## src/rtl/n_bit_pipelined_csa_adder.sv

```systemverilog
// Pipelined carry-select adder: fixed-width blocks chained in groups between
// pipeline registers, with operand skew and sum deskew so each result is aligned.
module n_bit_pipelined_csa_adder #(
    parameter int IN_DATAWIDTH     = 16,
    parameter int OUT_DATAWIDTH    = IN_DATAWIDTH + 1,
    parameter int BLOCK_WIDTH      = 2,
    parameter int BLOCKS_PER_STAGE = 2,
    parameter int SIGNED           = 0
) (
    input  logic                     clk,
    input  logic                     rst,
    input  logic                     ce,
    input  logic                     in_valid,
    input  logic [IN_DATAWIDTH-1:0]  in1,
    input  logic [IN_DATAWIDTH-1:0]  in2,
    input  logic                     cin,
    output logic                     out_valid,
    output logic [OUT_DATAWIDTH-1:0] sum
);

    localparam int W          = IN_DATAWIDTH;
    localparam int NUM_BLOCKS = (W + BLOCK_WIDTH - 1) / BLOCK_WIDTH;
    localparam int LATENCY    = (NUM_BLOCKS + BLOCKS_PER_STAGE - 1) / BLOCKS_PER_STAGE;
    localparam int STAGE_BITS = BLOCK_WIDTH * BLOCKS_PER_STAGE;

`ifndef SYNTHESIS
    initial begin
        if (BLOCK_WIDTH < 1 || BLOCK_WIDTH > IN_DATAWIDTH || BLOCKS_PER_STAGE < 1 ||
            OUT_DATAWIDTH != IN_DATAWIDTH + 1) begin
            $display("n_bit_pipelined_csa_adder: illegal parameters W=%0d BW=%0d BPS=%0d OW=%0d",
                     IN_DATAWIDTH, BLOCK_WIDTH, BLOCKS_PER_STAGE, OUT_DATAWIDTH);
            $finish;
        end
    end
`endif

    logic [LATENCY-1:0] valid_pipe;

    always_ff @(posedge clk) begin
        if (rst) begin
            valid_pipe <= '0;
        end else if (ce) begin
            valid_pipe[0] <= in_valid;
            for (int unsigned i = 1; i < LATENCY; i++) begin
                valid_pipe[i] <= valid_pipe[i-1];
            end
        end
    end

    assign out_valid = valid_pipe[LATENCY-1];

    for (genvar s = 0; s < LATENCY; s++) begin : g_stage
        localparam int LO   = s * STAGE_BITS;
        localparam int HI   = (LO + STAGE_BITS < W) ? LO + STAGE_BITS : W;
        localparam int SW   = HI - LO;
        localparam int NBLK = (SW + BLOCK_WIDTH - 1) / BLOCK_WIDTH;
        localparam bit LAST = (s == LATENCY - 1);

        // a/b hold operand bits from LO upward; low_sum holds result bits [HI-1:0]
        logic [W-LO-1:0] a;
        logic [W-LO-1:0] b;
        logic            carry_in;
        logic [SW-1:0]   blk_sum;
        logic [HI-1:0]   low_sum;
        logic            stage_cout;

        if (s == 0) begin : g_src
            assign a        = in1;
            assign b        = in2;
            assign carry_in = cin;
            assign low_sum  = blk_sum;
        end else begin : g_src
            assign a        = g_stage[s-1].g_reg.a_q;
            assign b        = g_stage[s-1].g_reg.b_q;
            assign carry_in = g_stage[s-1].g_reg.carry_q;
            assign low_sum  = {blk_sum, g_stage[s-1].g_reg.sum_q};
        end

        for (genvar k = 0; k < NBLK; k++) begin : g_blk
            localparam int BLO = k * BLOCK_WIDTH;
            localparam int BHI = (BLO + BLOCK_WIDTH < SW) ? BLO + BLOCK_WIDTH : SW;
            localparam int BW  = BHI - BLO;

            logic [BW:0] r0;
            logic [BW:0] r1;
            logic        sel;
            logic        cout;

            if (k == 0) begin : g_cin
                assign sel = carry_in;
            end else begin : g_cin
                assign sel = g_blk[k-1].cout;
            end

            assign r0 = {1'b0, a[BHI-1:BLO]} + {1'b0, b[BHI-1:BLO]};
            assign r1 = {1'b0, a[BHI-1:BLO]} + {1'b0, b[BHI-1:BLO]} + {{BW{1'b0}}, 1'b1};
            assign blk_sum[BHI-1:BLO] = sel ? r1[BW-1:0] : r0[BW-1:0];
            assign cout               = sel ? r1[BW]     : r0[BW];
        end

        assign stage_cout = g_blk[NBLK-1].cout;

        if (!LAST) begin : g_reg
            logic [W-HI-1:0] a_q;
            logic [W-HI-1:0] b_q;
            logic [HI-1:0]   sum_q;
            logic            carry_q;

            always_ff @(posedge clk) begin
                if (rst) begin
                    a_q     <= '0;
                    b_q     <= '0;
                    sum_q   <= '0;
                    carry_q <= 1'b0;
                end else if (ce) begin
                    a_q     <= a[W-LO-1:SW];
                    b_q     <= b[W-LO-1:SW];
                    sum_q   <= low_sum;
                    carry_q <= stage_cout;
                end
            end
        end else begin : g_out
            // Signed MSB equals the sign-extended sum bit, so no overflow case exists.
            logic msb;
            assign msb = (SIGNED != 0) ? (a[SW-1] ^ b[SW-1] ^ stage_cout) : stage_cout;

            always_ff @(posedge clk) begin
                if (rst) begin
                    sum <= '0;
                end else if (ce) begin
                    sum <= {msb, low_sum};
                end
            end
        end
    end

endmodule
```

## config.mk

```make
export PLATFORM = sky130hd
export DESIGN_NAME = n_bit_pipelined_csa_adder
export DESIGN_NICKNAME = d
export VERILOG_FILES = /design/src/rtl/n_bit_pipelined_csa_adder.sv
export SDC_FILE = /design/constraint.sdc
export NUM_CORES = 1
export LEC_CHECK = 0
export ABC_AREA = 1
export ABC_CLOCK_PERIOD_IN_PS = 3730
export CORE_MARGIN = 4
export CORE_UTILIZATION = 56
export CTS_BUF_LIST = sky130_fd_sc_hd__clkbuf_8 sky130_fd_sc_hd__clkbuf_16
export CTS_CLUSTER_DIAMETER = 200
export CTS_CLUSTER_SIZE = 25
export DETAILED_ROUTE_END_ITERATION = 10
export PLACE_DENSITY = 0.81
export SYNTH_ARGS = -nofsm -noshare
export SYNTH_HDL_FRONTEND = slang
export SYNTH_SLANG_ARGS = --single-unit
export TNS_END_PERCENT = 100
```

## constraint.sdc

```tcl
create_clock -name clk -period 3.73 [get_ports clk]
set_input_delay 0.9325 -clock clk [delete_from_list [all_inputs] [get_ports clk]]
set_output_delay 0.9325 -clock clk [all_outputs]
set_load 0.1 [all_outputs]
```

# Word level (Yosys, flattened, before mapping)
# Cells that the tools add are included.
# word_totals
register_bits,96
latch_bits,0
mem_bits_rw,0
rom_bits,0
input_bits,37
out_inout_bits,18
word_cells,46
memories,0
# classes
n_addsub,16
n_mul,0
n_div,0
n_lt_le_gt_ge,0
eq_ne,0
shift,0
n_mux,16
bitwise_logic,0
reduce_logical,0
# ops
op,count
$add 2x2->3,8
$add 3x1->3 const B,8
$mux 2,8
$mux 1,8

# Depth between registers and ports, before layout
# depth
word_depth,4
ltp_mapped,12
ltp_nobuf,12

# Worst setup path after synthesis
# No wires, ideal clock.
# synth_path
path_kind,in2reg
start,input port in1[0]
end,register g_stage[0].g_reg.sum_q[3]
setup_ns,0.109
t_arrival_ns,2.190
slack_ns,1.431
cell_stages,11
path_buffers,0
path_cell_list,ha_1 inv_1 fa_1 inv_1 ha_1 nand3_1 nand2_1 nand2_1 nand3_1 nand2_1 inv_1
# synth_via
elab_chain_len,4
# synth_rtl
element,line_no,rtl
start: declaration,14,"input logic [IN_DATAWIDTH-1:0] in1,"
$add 2x2->3 (*),"95, 96",
$add 3x1->3,96,"assign r1 = {1'b0, a[BHI-1:BLO]} + {1'b0, b[BHI-1:BLO]} + {{BW{1'b0}}, 1'b1};"
$mux 1 (*),98,assign cout = sel ? r1[BW] : r0[BW];
$mux 2 (*),97,assign blk_sum[BHI-1:BLO] = sel ? r1[BW-1:0] : r0[BW-1:0];
end signal: assignment,118,sum_q <= low_sum;
end: declaration,106,logic [HI-1:0] sum_q;
# Every way passes the cells marked *; elsewhere a longest branch is shown, timed or not.
# A chain may end at the register's enable or synchronous reset.

# Worst setup path after layout
# layout_path
start,register sum[1]
end,output port sum[1]
# layout_lines
element,line_no,rtl
start: declaration,18,output logic [OUT_DATAWIDTH-1:0] sum
start signal: assignment,131,"sum <= {msb, low_sum};"
# No word-level cell between the ends.

==> metrics.md <==
| Metric | Value |
|---|---|
| Cell row count | `31` |
| Layout Utilization | `0.683` |
| Yosys top cell area share | `0.456` |
| Worst skew pair latency | `0.35 ns` |
| Detail Route Antenna Nets | `0` |
| Buf/Inv on CP | `1` |
| Routability cong. | `0.784` |
| Initial antenna violation count | `0` |
| Leakage | `approximately 2.3 nW` |
| Worst Path Max Fanout | `2` |
| Min Clock Period, post-route | `2.81 ns` |
| Peak per-stage delay on the critical path | `~1.2 ns` |
| Via count | `3530` |
| Slew @ Worst Pin | `0.982 ns` |
| CP required | `about 2.8 ns` |
| Post-synthesis cell area | `4210 um^2` |
| Fin crit share | `0.754` |
| Commonest non-fill, non-tap cells in the layout | `136 x nor2_1, 96 x dfxtp_1, 70 x inv_1, 70 x o21ai_0, 56 x nand2_1` |
| Top cell type by total area after synthesis | `dfxtp_1` |
| Core Area | `7290 um^2` |
| Proportion of power drawn by the clock network | `0.318` |
| N_diodes | `0` |
| Post-synthesis sequential area ratio | `0.456` |
| Final Skew | `approximately 0.0042 ns` |
| Routed len/inst | `12.0 um` |
| Dpl cells | `685` |
| Number of iterations in the first detailed-routing pass | `4` |
| Clk sinks | `between 90 and 100` |
| Pwr Total | `~2.3 mW` |
| Comb pwr share | `0.189` |
| Distinct cells, synth | `18` |
| Final Non-Filler Cells | `between 700 and 800` |
| Worst min-delay path class | `flip-flop to flip-flop` |
| Crit. End Element | `primary output` |
| DP HPWL | `5650 um` |
| CTS tree | `yes` |
| Worst Hold Launch | `g_stage[2].g_reg.sum_q[8]` |
| PostCTS Resize Cnt | `0` |
| Residual DRC | `0` |
| Setup crit start kind | `flip-flop` |
| Kind of critical path | `flip-flop to primary output` |
| Unrepaired setup endpoints after global routing | `no` |
| Layout cells sized above 1 | `0.0498` |
| Io pins | `55` |
| Die area | `8970 um^2` |
| Chip width | `94.7 um` |
| Avg Inst Size Synth | `about 7.5 um^2` |
| CTS Hold Bufs | `0` |
| Critical Path Start | `sum[1]` |
| Critical path's top delay family | `buffers and inverters` |
| Setup WS post-layout | `0.917 ns` |
| Port buffer count | `54` |
| Slew Viols, Final | `0` |
| FMAX | `approximately 360 MHz` |
| Final setup vio count | `0` |
| First-pass GRT wire length | `14800 um` |
| Nets | `around 660` |
| Vias in the first global route | `3510` |
| Initial Utilization | `0.577` |
| Pin count of the biggest net entering global routing | `101` |
| Fill cells | `627` |
| Max-slew headroom | `0.343` |
| Worst r2r src | `g_stage[2].g_reg.a_q[0]` |
| Die H | `~95 um` |
| Worst VDD drop | `around 0.25 mV` |
| Gate Count Post-Synth | `559` |
| Clock Path Buffers | `2` |
| CTS Buf Count | `9` |
| Post-synthesis register bit count | `96` |
| Yosys warns | `0` |
| Net Count, Synth | `620` |
| Outcome | `complete, no violations` |
| Seq pwr share | `0.493` |
| Final Hold Viols | `0` |
| PwrDens | `462 nW/um^2` |
| CTS H-tree depth | `3` |
| Post CTS Setup Buffer Count | `0` |
| Overflow after GRT | `0` |
| Root buffer cell | `clkbuf_8` |
| Crit-path cells | `clkdlybuf4s50_1` |
| Total of max-cap violations | `0` |
| Drt total wl | `8410 um` |
| Vias per Instance | `about 5.0` |
| DRT iter0 DRCs | `229` |
| Worst EP arrival | `1.88 ns` |
| All-Layer GR Usage | `0.205` |
| Worst-path clk slew | `0.09 ns` |
| Int Power | `1.63 mW` |
| Setup TNS | `0 ns` |
| Sw power | `0.668 mW` |
| Pre-CTS setup slack | `0.787 ns` |
| Worst-path cell with the longest stage delay | `clkdlybuf4s50_1` |
| Commonest non-fill, non-tap cell in the layout | `nor2_1` |
| Sw Share | `0.291` |
| Area growth syn-to-layout | `18.3%` |
| Synth area leaders | `dfxtp_1 46%, nor2_1 12%, o21ai_0 8.3%, inv_1 6.2%, nand2_1 5.0%` |
-- metrics by stage --
stage	instance area, um^2	hold WS (ns)
2_1_floorplan	4210	0.433
3_3_place_gp	4760	0.460
3_5_place_dp	4760	0.459
4_1_cts	4980	0.472
5_1_grt	4980	0.517
6_report	4980	0.477
-- worst min-delay path, stage by stage, from the launching register on --
cell and delay [ns]:
dfxtp_1 0.30, inv_1 0.07, a21oi_1 0.06
-- final cells by class --
cell class / count / area (um^2) / area share
inverters: 72 / 270 / 0.0543
clock inverters: 7 / 96.3 / 0.0193
repair buffers: 58 / 591 / 0.119
multi-input cells: 360 / 1850 / 0.372
flip-flops and latches: 96 / 1920 / 0.386
clock buffers: 9 / 124 / 0.0249
well taps: 99 / 124 / 0.0249
-- layer usage --
layer  part of all wire  wire, um  up-vias  GRT usage
met1               0.47      3920     1601      0.255
met5                  0         0        -          0
met4             0.0088        74        0     0.0673
met3              0.058       487        9     0.0494
met2               0.47      3930       94      0.347
li1                   -         -     1826          -
-- state kept, by name, indices dropped and copies added, names as in the netlist --
register / flops
g_stage.g_reg.sum_q: 24
g_stage.g_reg.carry_q: 3
g_stage.g_reg.a_q: 24
sum: 17
valid_pipe: 4
g_stage.g_reg.b_q: 24
-- worst paths after layout --
kind | endpoint | cells past startpoint | slack, ns
max reg2reg | sum[16] | 12 | 1.83
min | sum[8] | 2 | 0.48
max | sum[1] | 1 | 0.92
min reg2reg | sum[8] | 2 | 0.48
-- power groups by stage --
stage               combinational [mW]  clock (mW)  sequential, mW
CTS                              0.438       0.744            1.13
global route                     0.487       0.793            1.14
global placement                 0.419           0            1.15
detailed placement               0.434           0            1.16
floorplan                        0.226           0            1.24
finish                           0.435       0.730            1.13
-- cells in the mapped netlist --
| cell type | instances |
|---|---|
| nor2_1 | 136 |
| ha_1 | 16 |
| nand2_1 | 56 |
| a21oi_1 | 18 |
| buf_2 | 15 |
| fa_1 | 8 |
| clkbuf_1 | 11 |
| o211ai_1 | 4 |
| buf_4 | 2 |
| inv_1 | 70 |
| buf_6 | 3 |
| o21ai_1 | 10 |
| inv_2 | 2 |
| a21oi_2 | 7 |
| nand3_1 | 31 |
| xor2_1 | 4 |
| o21ai_0 | 70 |
| dfxtp_1 | 96 |
-- logic make-up (layout without fill, tap and decap cells) --
| kind of cell | after synthesis | in the layout | synth area share |
|---|---|---|---|
| compound gates | 109 | 109 | 0.138 |
| flops | 96 | 96 | 0.456 |
| xor+xnor | 4 | 4 | 0.00832 |
| fa+ha+maj | 24 | 24 | 0.0856 |
| buf+inv | 103 | 146 | 0.103 |
| simple gates | 223 | 223 | 0.208 |
No activity file was read; power rests on OpenSTA's default activity.
